## src/rtl/mips_pkg.sv

```systemverilog
// Shared definitions for the MIPS pipeline: ALU opcodes, datapath widths and
// the packed control bundle carried from Decode into Execute.
package mips_pkg;

   localparam int unsigned DATA_W     = 32;
   localparam int unsigned REG_ADDR_W = 5;

   localparam logic [2:0] ALU_AND = 3'b000;
   localparam logic [2:0] ALU_OR  = 3'b001;
   localparam logic [2:0] ALU_ADD = 3'b010;
   localparam logic [2:0] ALU_SUB = 3'b110;
   localparam logic [2:0] ALU_SLT = 3'b111;

   typedef struct packed {
      logic       valid;
      logic [2:0] alu_control;
      logic       alu_src;
      logic       reg_dst;
      logic       reg_write;
      logic       mem_read;
      logic       mem_write;
      logic       mem_to_reg;
      logic       branch;
   } ex_ctrl_t;

endpackage

```

## src/rtl/hazard_detect.sv

```systemverilog
// Load-use hazard compare between the load sitting in Execute and the
// instruction waiting in Decode. Loads always write rt, so only rt is checked.
module hazard_detect
   import mips_pkg::*;
#(
   parameter int unsigned REG_ADDR_W = mips_pkg::REG_ADDR_W
) (
   input  logic                  ex_valid_i,
   input  logic                  ex_mem_read_i,
   input  logic [REG_ADDR_W-1:0] ex_rt_i,
   input  logic                  id_valid_i,
   input  logic [REG_ADDR_W-1:0] id_rs_i,
   input  logic [REG_ADDR_W-1:0] id_rt_i,
   output logic                  hazard_o
);

   // $zero never carries a dependency; an empty decode slot never stalls.
   always_comb begin
      hazard_o = ex_valid_i & ex_mem_read_i & id_valid_i & (ex_rt_i != '0) &
                 ((ex_rt_i == id_rs_i) | (ex_rt_i == id_rt_i));
   end

endmodule

```

## src/rtl/id_ex_reg.sv

```systemverilog
// Decode/Execute pipeline register with load-use bubble insertion, flush,
// stall hold and a saturating bubble counter.
module id_ex_reg
   import mips_pkg::*;
#(
   parameter int unsigned DATA_W     = mips_pkg::DATA_W,
   parameter int unsigned REG_ADDR_W = mips_pkg::REG_ADDR_W,
   parameter int unsigned CNT_W      = 16
) (
   input  logic                  clk,
   input  logic                  reset,
   input  logic                  stall_i,
   input  logic                  flush_i,
   input  logic                  id_valid_i,
   input  logic [2:0]            id_alu_control_i,
   input  logic                  id_alu_src_i,
   input  logic                  id_reg_dst_i,
   input  logic                  id_reg_write_i,
   input  logic                  id_mem_read_i,
   input  logic                  id_mem_write_i,
   input  logic                  id_mem_to_reg_i,
   input  logic                  id_branch_i,
   input  logic [DATA_W-1:0]     id_rd1_i,
   input  logic [DATA_W-1:0]     id_rd2_i,
   input  logic [DATA_W-1:0]     id_imm_i,
   input  logic [DATA_W-1:0]     id_pc4_i,
   input  logic [REG_ADDR_W-1:0] id_rs_i,
   input  logic [REG_ADDR_W-1:0] id_rt_i,
   input  logic [REG_ADDR_W-1:0] id_rd_i,
   output logic                  ex_valid_o,
   output logic [2:0]            ex_alu_control_o,
   output logic                  ex_alu_src_o,
   output logic                  ex_reg_dst_o,
   output logic                  ex_reg_write_o,
   output logic                  ex_mem_read_o,
   output logic                  ex_mem_write_o,
   output logic                  ex_mem_to_reg_o,
   output logic                  ex_branch_o,
   output logic [DATA_W-1:0]     ex_rd1_o,
   output logic [DATA_W-1:0]     ex_rd2_o,
   output logic [DATA_W-1:0]     ex_imm_o,
   output logic [DATA_W-1:0]     ex_pc4_o,
   output logic [REG_ADDR_W-1:0] ex_rs_o,
   output logic [REG_ADDR_W-1:0] ex_rt_o,
   output logic [REG_ADDR_W-1:0] ex_rd_o,
   output logic                  hazard_o,
   output logic [CNT_W-1:0]      bubble_count_o
);

   ex_ctrl_t              ctrl_q;
   ex_ctrl_t              id_ctrl;
   logic [DATA_W-1:0]     rd1_q, rd2_q, imm_q, pc4_q;
   logic [REG_ADDR_W-1:0] rs_q, rt_q, rd_q;
   logic [CNT_W-1:0]      cnt_q;
   logic                  hazard;
   logic                  load_bubble;
   logic                  load_id;

   hazard_detect #(
      .REG_ADDR_W (REG_ADDR_W)
   ) u_hazard_detect (
      .ex_valid_i    (ctrl_q.valid),
      .ex_mem_read_i (ctrl_q.mem_read),
      .ex_rt_i       (rt_q),
      .id_valid_i    (id_valid_i),
      .id_rs_i       (id_rs_i),
      .id_rt_i       (id_rt_i),
      .hazard_o      (hazard)
   );

   // Gather decode control into one bundle; pick bubble/hold/load by priority.
   // Flush beats stall; stall beats hazard so a stalled hazard simply holds.
   always_comb begin
      id_ctrl             = '0;
      id_ctrl.valid       = id_valid_i;
      id_ctrl.alu_control = id_alu_control_i;
      id_ctrl.alu_src     = id_alu_src_i;
      id_ctrl.reg_dst     = id_reg_dst_i;
      id_ctrl.reg_write   = id_reg_write_i;
      id_ctrl.mem_read    = id_mem_read_i;
      id_ctrl.mem_write   = id_mem_write_i;
      id_ctrl.mem_to_reg  = id_mem_to_reg_i;
      id_ctrl.branch      = id_branch_i;
      load_bubble         = flush_i | (~stall_i & hazard);
      load_id             = ~flush_i & ~stall_i & ~hazard;
   end

   // Pipeline register: a bubble zeroes every field including data.
   always_ff @(posedge clk) begin
      if (reset || load_bubble) begin
         ctrl_q <= '0;
         rd1_q  <= '0;
         rd2_q  <= '0;
         imm_q  <= '0;
         pc4_q  <= '0;
         rs_q   <= '0;
         rt_q   <= '0;
         rd_q   <= '0;
      end else if (load_id) begin
         ctrl_q <= id_ctrl;
         rd1_q  <= id_rd1_i;
         rd2_q  <= id_rd2_i;
         imm_q  <= id_imm_i;
         pc4_q  <= id_pc4_i;
         rs_q   <= id_rs_i;
         rt_q   <= id_rt_i;
         rd_q   <= id_rd_i;
      end
   end

   // Saturating count of inserted bubbles.
   always_ff @(posedge clk) begin
      if (reset) begin
         cnt_q <= '0;
      end else if (load_bubble && (cnt_q != '1)) begin
         cnt_q <= cnt_q + 1'b1;
      end
   end

   // Drive outputs from the registered state.
   always_comb begin
      ex_valid_o       = ctrl_q.valid;
      ex_alu_control_o = ctrl_q.alu_control;
      ex_alu_src_o     = ctrl_q.alu_src;
      ex_reg_dst_o     = ctrl_q.reg_dst;
      ex_reg_write_o   = ctrl_q.reg_write;
      ex_mem_read_o    = ctrl_q.mem_read;
      ex_mem_write_o   = ctrl_q.mem_write;
      ex_mem_to_reg_o  = ctrl_q.mem_to_reg;
      ex_branch_o      = ctrl_q.branch;
      ex_rd1_o         = rd1_q;
      ex_rd2_o         = rd2_q;
      ex_imm_o         = imm_q;
      ex_pc4_o         = pc4_q;
      ex_rs_o          = rs_q;
      ex_rt_o          = rt_q;
      ex_rd_o          = rd_q;
      hazard_o         = hazard;
      bubble_count_o   = cnt_q;
   end

endmodule

```

## config.mk

```make
export PLATFORM = sky130hd
export DESIGN_NAME = id_ex_reg
export DESIGN_NICKNAME = d
export VERILOG_FILES = /design/src/rtl/mips_pkg.sv /design/src/rtl/hazard_detect.sv /design/src/rtl/id_ex_reg.sv
export SDC_FILE = /design/constraint.sdc
export NUM_CORES = 1
export LEC_CHECK = 0
export BUFFER_PORTS_ARGS = -buffer_cell sky130_fd_sc_hd__clkbuf_2
export CORE_MARGIN = 3
export CORE_UTILIZATION = 35
export DETAILED_ROUTE_END_ITERATION = 10
export SETUP_SLACK_MARGIN = 0.02
export SLEW_MARGIN = 15
export SYNTH_ARGS = -nofsm -noshare
export SYNTH_HDL_FRONTEND = slang
export SYNTH_SLANG_ARGS = --single-unit
```

## constraint.sdc

```tcl
create_clock -name clk -period 6.6 [get_ports clk]
set_clock_uncertainty 0.1 [all_clocks]
set_input_delay 0 -clock clk [delete_from_list [all_inputs] [get_ports clk]]
set_output_delay 0 -clock clk [all_outputs]
set_load 0.02 [all_outputs]
```

## Yosys cells after proc, flatten, opt, wreduce, memory -nomap -nowiden

Index checks and enable logic that the tools add are counted.

| word-level totals | value |
|---|---|
| input port bits | 158 |
| logic and storage cells | 36 |
| output and inout port bits | 171 |
| flip-flop bits (word level) | 170 |

| cells by class | value |
|---|---|
| equality and inequality tests | 3 |
| add/subtract/negate cells | 1 |
| bitwise gates (word level) | 12 |
| reductions and logical operators | 3 |

Operators by type and width:

| kind | count |
|---|---|
| $add 16x1->16 const B | 1 |
| $ne 16x16->1 const B | 1 |
| $eq 5x5->1 | 2 |
| $and 1x1->1 | 7 |
| $reduce_bool 5->1 | 1 |
| $not 1->1 | 3 |
| $or 1x1->1 | 2 |
| $logic_and 1x1->1 | 1 |
| $logic_or 1x1->1 | 1 |

## Longest topological paths before layout

Gate-level depths: netlist of the first run.

| logic depth | value |
|---|---|
| depth in word-level cells | 7 |
| mapped depth | 9 |

## Modules after synthesis

From an unflattened synthesis of the first run, not the netlist that was laid out.

| second synthesis, totals | value |
|---|---|
| cells, all modules | 786 |
| area, all modules | 6223.5 sq um |

Modules (own cells, without submodules):

| module | sequential area each (sq um) | cells an instance | instances | area an instance (sq um) |
|---|---|---|---|---|
| id_ex_reg | 3403.3 | 769 | 1 | 6094.6 |
| hazard_detect | 0.0 | 17 | 1 | 128.9 |

## Worst setup path before layout of the first run

OpenSTA, ideal clock, no wires.

| path | value |
|---|---|
| kind | reg2reg |
| from | reg rt_q[0], in the netlist ex_rt_o[0] |
| to | reg cnt_q[6], in the netlist bubble_count_o[6] |
| arrival time | 2.024 ns |
| stages on the path, launching flop included | 9 |
| required time | 6.377 ns |
| setup slack | 4.353 ns |
| path through | dfxtp_1 -> or4_1 -> o2111ai_2 -> nor2_1 -> a21oi_1 -> buf_4 -> buf_6 -> nor3b_1 -> mux2_1 |

| on the way | value |
|---|---|
| longest elaborated chain between the ends | 6 |
| elaborated cells between the ends (all ways) | 9 |
| those cells by class | eq/ne: 2; bitwise: 5; reduce/logical: 2 |

Ends and longest elaborated chain:

| item | line | RTL |
|---|---|---|
| start: declaration | id_ex_reg.sv:53 | `logic [REG_ADDR_W-1:0] rs_q, rt_q, rd_q;` |
| start signal: assignment | id_ex_reg.sv:106 | `rt_q <= id_rt_i;` |
| $eq 5x5->1 or $reduce_bool 5->1 (tied branches) | hazard_detect.sv:20, hazard_detect.sv:19 |  |
| $or 1x1->1 or $and 1x1->1 (tied branches) | hazard_detect.sv:20, hazard_detect.sv:19 |  |
| $and 1x1->1 (*) | hazard_detect.sv:19 | `hazard_o = ex_valid_i & ex_mem_read_i & id_valid_i & (ex_rt_i != '0) &` |
| $and 1x1->1 (*) | id_ex_reg.sv:84 | `load_bubble = flush_i \| (~stall_i & hazard);` |
| $or 1x1->1 (*) | id_ex_reg.sv:84 |  |
| $logic_and 1x1->1 (*) | id_ex_reg.sv:115 | `end else if (load_bubble && (cnt_q != '1)) begin` |
| end signal: assignment | id_ex_reg.sv:116 | `cnt_q <= cnt_q + 1'b1;` |
| end: declaration | id_ex_reg.sv:54 | `logic [CNT_W-1:0] cnt_q;` |

Every way passes the cells marked *; elsewhere a longest branch is shown, timed or not.
A chain may end at the register's enable or synchronous reset.

## Final worst setup path of the first run

| path | value |
|---|---|
| from | reg rt_q[0], in the netlist ex_rt_o[0] |
| to | reg pc4_q[18], in the netlist ex_pc4_o[18] |

| on the way | value |
|---|---|
| longest elaborated chain between the ends | 6 |
| elaborated cells between the ends (all ways) | 11 |
| those cells by class | eq/ne: 2; bitwise: 7; reduce/logical: 2 |

Ends and longest elaborated chain:

| item | line | RTL |
|---|---|---|
| $eq 5x5->1 or $reduce_bool 5->1 (tied branches) | hazard_detect.sv:20, hazard_detect.sv:19 |  |
| $or 1x1->1 or $and 1x1->1 (tied branches) | hazard_detect.sv:20, hazard_detect.sv:19 |  |
| $and 1x1->1 (*) | hazard_detect.sv:19 |  |
| $and 1x1->1 | id_ex_reg.sv:84 |  |
| $or 1x1->1 | id_ex_reg.sv:84 |  |
| $logic_or 1x1->1 | id_ex_reg.sv:90 | `if (reset \|\| load_bubble) begin` |
| end signal: assignment | id_ex_reg.sv:104 | `pc4_q <= id_pc4_i;` |
| end: declaration | id_ex_reg.sv:52 | `logic [DATA_W-1:0] rd1_q, rd2_q, imm_q, pc4_q;` |

Marked as above.

==> metrics.cfg, run 1 <==
[outcome]
status=finished clean

[power]
vdd_ir_drop_max_mv=0.166
power.density_nw_per_um2=226
p_leak_nw=4.33
total_power_mw=2.29

[critical_path]
path_cells=or4_1 -> o2111ai_2 -> nor2_1 -> a21oi_2 -> buf_4 -> nand2b_4 -> buf_4 -> a21oi_1
cp_max_fo=88
cp_num_buf_inv=2
cp_common_cell=buf_4
r2r_cells=8
startpoint=ex_rt_o[0]
crit_type=reg -> reg
cpPeakStageDelay_ns=0.59
worstSetupEndpoint=ex_pc4_o[18]
r2r_setup_slack_ns=3.37
r2r-start=ex_rt_o[0]
cp_top_family=simple AND/OR/NAND/NOR gates
cp-start-kind=register
r2r_end=ex_pc4_o[18]
required_ns=6.84
worstPathArrival_ns=3.47
endpoint_kind=register
path_depth=8
slowest_stage=or4_1

[job]
cap_violations=0

[timing]
tns_ns=0
setup_viol=0
slew_headroom_pct=37.3
fmax_ghz=0.310
hold_violations=0
finalCritPeriodShare_pct=48.9
rsz0062_at_grt=no
post-route-min-period_ns=3.23
tightest_slew_ns=0.940
whs_ns=0.0410
slew_viol_final=0

[placement]
routabilityCongestion=0.806
dp.cells=1292
dp_hpwl_mm=13.5
portBuffers=328

[clocking]
post_cts_buffers=0
ctsHoldBuffers=155
path_clk_slew_ns=0.07
cts_made_buffers=17
clk_latency_ns=0.41
clockBufferDepth=2
ctsResizeCount=0
root_buffer=clkbuf_16
numClockSinks=170
cts_htree_levels=4
cts_tree=yes

[routing]
topRoutingLayerUsed=met4
wl_met2_mm=10.1
drt_first_pass_iters=5
viasPerCell=4.73
dr_wl_met3_mm=1.78
totalWireLength_mm=21.1
vias=6984
wl_met1_mm=8.69
antenna_left=0
drt_iter0_drc=313
wl_per_cell_um=14.3
drcViolationCount=0

[grt]
grt_pass1_vias=6722
grt_max_degree=89
antenna_found_initial=0
grt_pass1_wl_mm=33.7
grt-ovfl-total=0
gr-usage-all-layers_pct=20.5

[floorplan]
die_h_um=141
core_um2=17500
fp.dieArea_um2=19800
pin_count=329
initial_utilization_pct=36.3
row_count=48
die_w_um=141

[layout]
multi_input_area_um2=2610
area_growth_pct=58.9
n_fill_cell=1579
seq_area_um2=3400
diodes=0
instances_no_fill=1477
final_nets=1400
drive_gt1_share_pct=29.8

[min_path]
min_from=flush_i
worst_hold_path_type=in -> reg

[yosys]
synth.avg_cell_area_um2=8.02
synthesis.area_um2=6360
syn-num-nets=952
yosysUniqueCellTypes=38
yosysWarnings=0
synth_seq_area_share_pct=53.5
ys_ff_latch=170
netlist_instances=793

-- flip-flops by register name, indices dropped and copies added, names as in the netlist, 3 cells and up --
| register | cells |
|---|---|
| ex_rt_o | 5 |
| ex_rd1_o | 32 |
| bubble_count_o | 16 |
| ex_rd_o | 5 |
| ex_pc4_o | 32 |
| ex_rs_o | 5 |
| ex_alu_control_o | 3 |
| ex_imm_o | 32 |
| ex_rd2_o | 32 |
-- where the power goes --
group | total [mW] | leakage [nW] | internal, mW | switching [mW]
logic | 0.271 | 2.69 | 0.131 | 0.140
registers | 1.06 | 1.38 | 1.05 | 0.0127
clock network | 0.955 | 0.259 | 0.531 | 0.425
-- cell type report --
cell class,instances,share of cell area (%)
Sequential cell,170,33.7
Inverter,4,0.149
Clock buffer,18,4.35
Multi-Input combinational cell,560,25.9
Tap cell,225,2.79
Timing Repair Buffer,488,32.0
Clock inverter,12,1.18
-- cells in the final DEF, fill, tap and decap left out, drive strengths merged, types with 5 or more instances in the layout --
master / instances
dfxtp: 170
o31ai: 8
xnor2: 10
and3: 5
or4: 9
clkbuf: 346
clkinvlp: 5
dlygate4sd3: 155
inv: 7
nand3: 10
nand2: 313
a21oi: 169
buf: 5
-- layer usage --
metal	global-route usage [%]	up-vias
li1	-	3519
met1	24.9	3139
met2	33.9	285
met3	6.31	41
met4	8.36	0
met5	0	-
-- worst min-delay path by stage --
stage                                   end  slack [ns]  cells past startpoint
after global routing      bubble_count_o[1]        0.06                      4
final                     bubble_count_o[1]        0.04                      4
after detailed placement         ex_rd_o[1]        0.13                      3
after global placement         ex_pc4_o[20]        0.12                      3
after floorplan                ex_rd1_o[10]        0.03                      2
after CTS                 bubble_count_o[1]        0.02                      4
-- worst register-to-register path, delay by kind of cell, from the launching register on --
| kind | cells | cell delay (ns) |
|---|---|---|
| AOI/OAI and AO/OA | 3 | 0.69 |
| buffers and inverters | 2 | 0.88 |
| DFF | 1 | 0.36 |
| and+or+nand+nor | 3 | 1.13 |
-- cell usage after synthesis, drive strengths merged --
cell type | count | area [µm²]
and2 | 1 | 6.26
o21ai | 3 | 15.0
and4 | 1 | 8.76
o22ai | 1 | 12.5
buf | 37 | 273
nor4 | 1 | 6.26
a211oi | 1 | 12.5
a311oi | 1 | 8.76
nand3b | 1 | 7.51
o31ai | 8 | 60.1
a211o | 1 | 8.76
nand2 | 313 | 1170
mux2 | 1 | 11.3
or4b | 2 | 20.0
ha | 1 | 12.5
a41oi | 1 | 8.76
dfxtp | 170 | 3400
nor3 | 3 | 15.0
xnor2 | 10 | 87.6
nand3 | 10 | 50.1
nor2 | 4 | 15.0
nand2b | 1 | 6.26
a21oi | 169 | 846
or3 | 3 | 18.8
nand4 | 3 | 18.8
clkbuf | 22 | 82.6
and3 | 5 | 31.3
a21o | 1 | 7.51
nor3b | 1 | 7.51
o2111ai | 1 | 15.0
nor2b | 1 | 6.26
or4 | 9 | 67.6
o41ai | 2 | 17.5
inv | 4 | 15.0
-- cells by family (layout without fill, tap and decap cells) --
family | Yosys count | in the layout | synth area share (%)
adder cells (fa/ha/maj) | 1 | 1 | 0.197
XOR/XNOR | 10 | 10 | 1.38
buffers and inverters | 63 | 522 | 5.83
AND/OR/NAND/NOR | 359 | 359 | 23.0
flip-flops | 170 | 170 | 53.5
multiplexers | 1 | 1 | 0.177
AO/OA/AOI/OAI | 189 | 189 | 15.9
-- stage by stage --
stage	cell area, µm²	util (%)	setup slack (ns)
2_1_floorplan	6360	-	4.35
3_3_place_gp	7990	45.6	3.46
3_5_place_dp	7990	45.6	3.37
4_1_cts	10100	57.6	3.37
5_1_grt	10100	57.6	3.10
6_report	10100	57.6	3.37
(Power assumes the default switching activity.)
==> run 2, diff against run 1 <==
Clock period 6.6 ns to 3 ns, I/O delays scaled along.
==> metrics.cfg, run 2 (synthesis gave the netlist of run 1 again) <==
[layout]
seq_area_um2=3400  ; unchanged
mostFrequentLayoutCells=328 x clkbuf_2, 313 x nand2_1, 170 x dfxtp_1  ; unchanged
area_growth_pct=60.2  ; was 58.9%
n_fill_cell=1557  ; was 1,579
final_util_pct=58.1  ; was 57.6%
final_area_um2=10200  ; was 10,100 µm²
final_common_cell=clkbuf_2  ; unchanged
final_nets=1404  ; was 1,400
multi_input_area_um2=2610  ; about the same
drive_gt1_share_pct=29.8  ; about the same

[routing]
drt_iter0_drc=300  ; was 313
antenna_left=0  ; unchanged
viasPerCell=4.68  ; was 4.73
drcViolationCount=0  ; unchanged
drt_first_pass_iters=4  ; was 5
vias=6946  ; was 6,984
wl_per_cell_um=14.2  ; was 14.3 µm
totalWireLength_mm=21.0  ; was 21.1 mm

[clocking]
root_buffer=clkbuf_16  ; unchanged
cts_htree_levels=4  ; unchanged
post_cts_buffers=0  ; unchanged
clk_latency_ns=0.42  ; was 0.41 ns
numClockSinks=170  ; unchanged
path_clk_slew_ns=0.07  ; about the same
cts_tree=yes  ; unchanged
cts_made_buffers=17  ; unchanged
clockBufferDepth=2  ; unchanged

[timing]
post-route-min-period_ns=2.50  ; was 3.23 ns
slew_viol_final=0  ; unchanged
setup_viol=0  ; unchanged
finalCritPeriodShare_pct=83.2  ; was 48.9%
tightest_slew_ns=0.830  ; was 0.940 ns
hold_violations=0  ; unchanged
slew_headroom_pct=44.7  ; was 37.3%
whs_ns=0.0314  ; was 0.0410 ns
rsz0062_at_grt=no  ; unchanged
fmax_ghz=0.401  ; was 0.310 GHz
tns_ns=0  ; unchanged

[grt]
antenna_found_initial=1  ; was 0
grt_pass1_wl_mm=33.4  ; was 33.7 mm
gr-usage-all-layers_pct=20.4  ; was 20.5%
grt_pass1_vias=6733  ; was 6,722
grt_max_degree=83  ; was 89
grt-ovfl-total=0  ; unchanged

[floorplan]
fp.dieArea_um2=19800  ; unchanged
row_count=48  ; unchanged
core_um2=17500  ; unchanged
pin_count=329  ; unchanged
die_w_um=141  ; unchanged
die_h_um=141  ; unchanged
initial_utilization_pct=36.3  ; unchanged

[critical_path]
required_ns=3.24  ; was 6.84 ns
cp-start-kind=register  ; unchanged
slowest_stage=buf_4  ; was or4_1
cp_max_fo=79  ; was 88
cpPeakStageDelay_ns=0.62  ; was 0.59 ns
startpoint=ex_rt_o[4]  ; was ex_rt_o[0]
r2r-start=ex_rt_o[4]  ; was ex_rt_o[0]
r2r_cells=7  ; was 8
path_cells=xnor2_1 -> nand3_1 -> o22ai_2 -> a211o_4 -> buf_4 -> nand2_1 -> a21oi_1  ; was or4_1 -> o2111ai_2 -> nor2_1 -> a21oi_2 -> buf_4 -> nand2b_4 -> buf_4 -> a21oi_1
endpoint_kind=register  ; unchanged
worstPathArrival_ns=2.74  ; was 3.47 ns
crit_type=reg -> reg  ; unchanged

[placement]
routabilityCongestion=0.821  ; was 0.806
postPlaceCellArea_um2=8060  ; was 7990 µm²
portBuffers=328  ; unchanged
dp_hpwl_mm=13.3  ; was 13.5 mm

[min_path]
worst_hold_path_type=in -> reg  ; unchanged
min_from=flush_i  ; unchanged
whs_path_depth=4  ; unchanged

[power]
vdd_ir_drop_max_mv=0.368  ; was 0.166 mV
total_power_mw=5.11  ; was 2.29 mW
power.density_nw_per_um2=502  ; was 226 nW/µm²
p_leak_nw=4.37  ; was 4.33 nW

[job]
cap_violations=0  ; unchanged

[outcome]
status=finished clean  ; unchanged

==> run 2: layer usage <==
| metal | up-vias | part of all wire (%) | GRT usage, % |
|---|---|---|---|
| met5 | - | 0 | 0 |
| met4 | 0 | 2.7 | 7.24 |
| met3 | 44 | 8.4 | 7.73 |
| met2 | 266 | 47 | 33.9 |
| met1 | 3111 | 42 | 24.3 |
| li1 | 3525 | - | - |
==> run 2: area by class of cell <==
| type | count | share of cell area [%] |
|---|---|---|
| Clock buffer | 19 | 4.25 |
| Sequential cell | 170 | 33.4 |
| Tap cell | 225 | 2.76 |
| Multi-Input combinational cell | 560 | 25.6 |
| Antenna cell | 1 | 0.0246 |
| Inverter | 4 | 0.147 |
| Clock inverter | 12 | 1.40 |
| Timing Repair Buffer | 492 | 32.4 |
==> run 2: power breakdown <==
part	leakage [nW]	internal (mW)	switching, mW
clock	0.272	1.24	0.943
sequential	1.38	2.30	0.0278
combinational	2.72	0.295	0.309
==> run 2: worst max-delay path: cells and delay by family, from the launching register on <==
family | cells | cell delay [ns]
and+or+nand+nor | 2 | 0.27
DFF | 1 | 0.47
AOI/OAI and AO/OA | 3 | 0.78
xor gates and xnor gates | 1 | 0.15
buffers and inverters | 1 | 0.62
==> run 2: worst paths after layout <==
| path | to | slack (ns) |
|---|---|---|
| min | bubble_count_o[1] | 0.03 |
| max | ex_branch_o | 0.50 |
| min reg2reg | ex_rd1_o[27] | 0.35 |
| max reg2reg | ex_branch_o | 0.50 |
==> run 2: through the flow <==
stage,instances,setup WS (ns)
finish,1483,0.504
global route,1483,0.322
CTS,1482,0.554
detailed placement,1296,0.576
global placement,1296,0.594
floorplan,793,0.753
==> run 2: timing repair <==
| action | 4_1_cts | 5_1_grt |
|---|---|---|
| setup endpoints to repair | 0 | 0 |
| gates resized for setup | 0 | 0 |
| hold buffers | 155 | 0 |
| hold endpoints to repair | 169 | 0 |
==> run 3, diff against run 2 <==
Settings changed: PLACE_DENSITY from default to 0.67.
Clock period 3 ns to 2.16 ns, I/O delays scaled along.
==> metrics.cfg, run 3 (synthesis gave the netlist of run 1 again) <==
[power]
vdd_ir_drop_max_mv=0.532  ; was 0.368 mV
p_leak_nw=5.20  ; was 4.37 nW
power.density_nw_per_um2=649  ; was 502 nW/µm²
total_power_mw=7.69  ; was 5.11 mW

[routing]
totalWireLength_mm=27.4  ; was 21.0 mm
vias=7693  ; was 6,946
drcViolationCount=0  ; unchanged
antenna_left=0  ; unchanged
drt_iter0_drc=357  ; was 300
wl_per_cell_um=17.8  ; was 14.2 µm
viasPerCell=5.00  ; was 4.68
drt_first_pass_iters=5  ; was 4

[critical_path]
r2r_cells=9  ; was 7
worstSetupEndpoint=ex_imm_o[10]  ; was ex_branch_o
required_ns=2.36  ; was 3.24 ns
cp_max_fo=9  ; was 79
startpoint=ex_rt_o[0]  ; was ex_rt_o[4]
worstPathArrival_ns=2.72  ; was 2.74 ns
r2r_setup_slack_ns=-0.36  ; was 0.50 ns
r2r_end=ex_imm_o[10]  ; was ex_branch_o
r2r-start=ex_rt_o[0]  ; was ex_rt_o[4]
crit_type=reg -> reg  ; unchanged
endpoint_kind=register  ; unchanged
cp-start-kind=register  ; unchanged

[clocking]
clk_latency_ns=0.42  ; about the same
path_clk_slew_ns=0.08  ; was 0.07 ns
cts_tree=yes  ; unchanged
clockBufferDepth=2  ; unchanged
numClockSinks=170  ; unchanged
cts_htree_levels=4  ; unchanged
root_buffer=clkbuf_16  ; unchanged
cts_made_buffers=17  ; unchanged

[outcome]
status=complete, but fails checks  ; was finished clean
violations=negative setup slack

[layout]
final_area_um2=11900  ; was 10,200 µm²
drive_gt1_share_pct=43.3  ; was 29.8%
diodes=0  ; was 1
mostFrequentLayoutCells=328 x clkbuf_2, 255 x nand2_1, 165 x dfxtp_1  ; was 328 x clkbuf_2, 313 x nand2_1, 170 x dfxtp_1
final_common_cell=clkbuf_2  ; unchanged
area_growth_pct=86.6  ; was 60.2%
final_nets=1462  ; was 1,404

[timing]
setup_viol=158  ; was 0
hold_violations=0  ; unchanged
fmax_ghz=0.397  ; was 0.401 GHz
finalCritPeriodShare_pct=117  ; was 83.2%
rsz0062_at_grt=yes  ; was no
setup_ws_ns=-0.358  ; was 0.504 ns
tightest_slew_ns=0.426  ; was 0.830 ns
slew_headroom_pct=71.6  ; was 44.7%
slew_viol_final=0  ; unchanged
post-route-min-period_ns=2.52  ; was 2.50 ns

[floorplan]
die_w_um=141  ; unchanged
fp.dieArea_um2=19800  ; unchanged
die_h_um=141  ; unchanged
initial_utilization_pct=36.3  ; unchanged
row_count=48  ; unchanged
core_um2=17500  ; unchanged
pin_count=329  ; unchanged

[placement]
pre_cts_slack_ns=-0.0916  ; was 0.576 ns
dp_hpwl_mm=14.0  ; was 13.3 mm
routabilityCongestion=0.809  ; was 0.821
postPlaceCellArea_um2=8390  ; was 8060 µm²
portBuffers=328  ; unchanged

[min_path]
worst_hold_path_type=in -> reg  ; unchanged

[grt]
gr-usage-all-layers_pct=22.2  ; was 20.4%
grt_pass1_vias=7113  ; was 6,733
grt_max_degree=78  ; was 83
grt_pass1_wl_mm=35.9  ; was 33.4 mm
grt-ovfl-total=0  ; unchanged
antenna_found_initial=0  ; was 1

[job]
cap_violations=0  ; unchanged

[run 3: worst min-delay path by stage]
stage,startpoint,end,slack [ns],depth (start not counted)
after floorplan,id_rt_i[0],ex_rt_o[0],0.03,2
after global placement,id_alu_src_i,ex_alu_src_o,0.12,3
after detailed placement,id_rd_i[2],ex_rd_o[2],0.13,3
after CTS,flush_i,bubble_count_o[1],0.02,4
after global routing,flush_i,bubble_count_o[1],0.05,4
final,flush_i,bubble_count_o[1],0.05,4
[run 3: power by group]
group / internal (mW) / switching, mW / total [mW]
registers: 3.20 / 0.0384 / 3.24
logic: 0.593 / 0.588 / 1.18
clock network: 1.89 / 1.39 / 3.28
[run 3: layout make-up]
| class | count | area (µm²) |
|---|---|---|
| sequential | 170 | 3410 |
| timing repair buffer | 550 | 4270 |
| fill | 1262 | 5670 |
| multi-input combinational | 560 | 3270 |
| clock inverter | 13 | 180 |
| tap | 225 | 282 |
| inverter | 4 | 15.0 |
| clock buffer | 18 | 439 |
[run 3: what timing repair did]
action	CTS	global route
resized for setup	13	179
buffers inserted	7	2
endpoints found under the setup margin	170	164
gates cloned	4	18
endpoints found under the hold margin	169	0
hold buffers	155	0
pin swaps	17	101
[run 3: worst max-delay path, stage by stage, from the launching register on]
cell	delay, ns
dfxtp_4	0.34
or4_4	0.54
o2111ai_4	0.21
inv_2	0.09
a211oi_4	0.28
buf_6	0.17
buf_12	0.13
clkbuf_16	0.16
nand2_1	0.06
a21oi_1	0.32
[run 3: layer usage]
layer  up-vias  track usage [%]  wire [µm]
met2       354             39.8      14400
li1       3659                -          -
met4         0             8.62        927
met3        69             6.95       2140
met5         -                0          0
met1      3611             24.4      10000
[run 3: per-stage QoR]
step	instances	util (%)	setup TNS (ns)	hold slack (ns)
2_1_floorplan	793	-	-0.0186	0.0256
3_3_place_gp	1323	47.9	-1.29	0.122
3_5_place_dp	1323	47.9	-5.45	0.128
4_1_cts	1520	61.5	-9.32	0.0196
5_1_grt	1540	67.7	-30.92	0.0526
6_report	1540	67.7	-15.54	0.0466
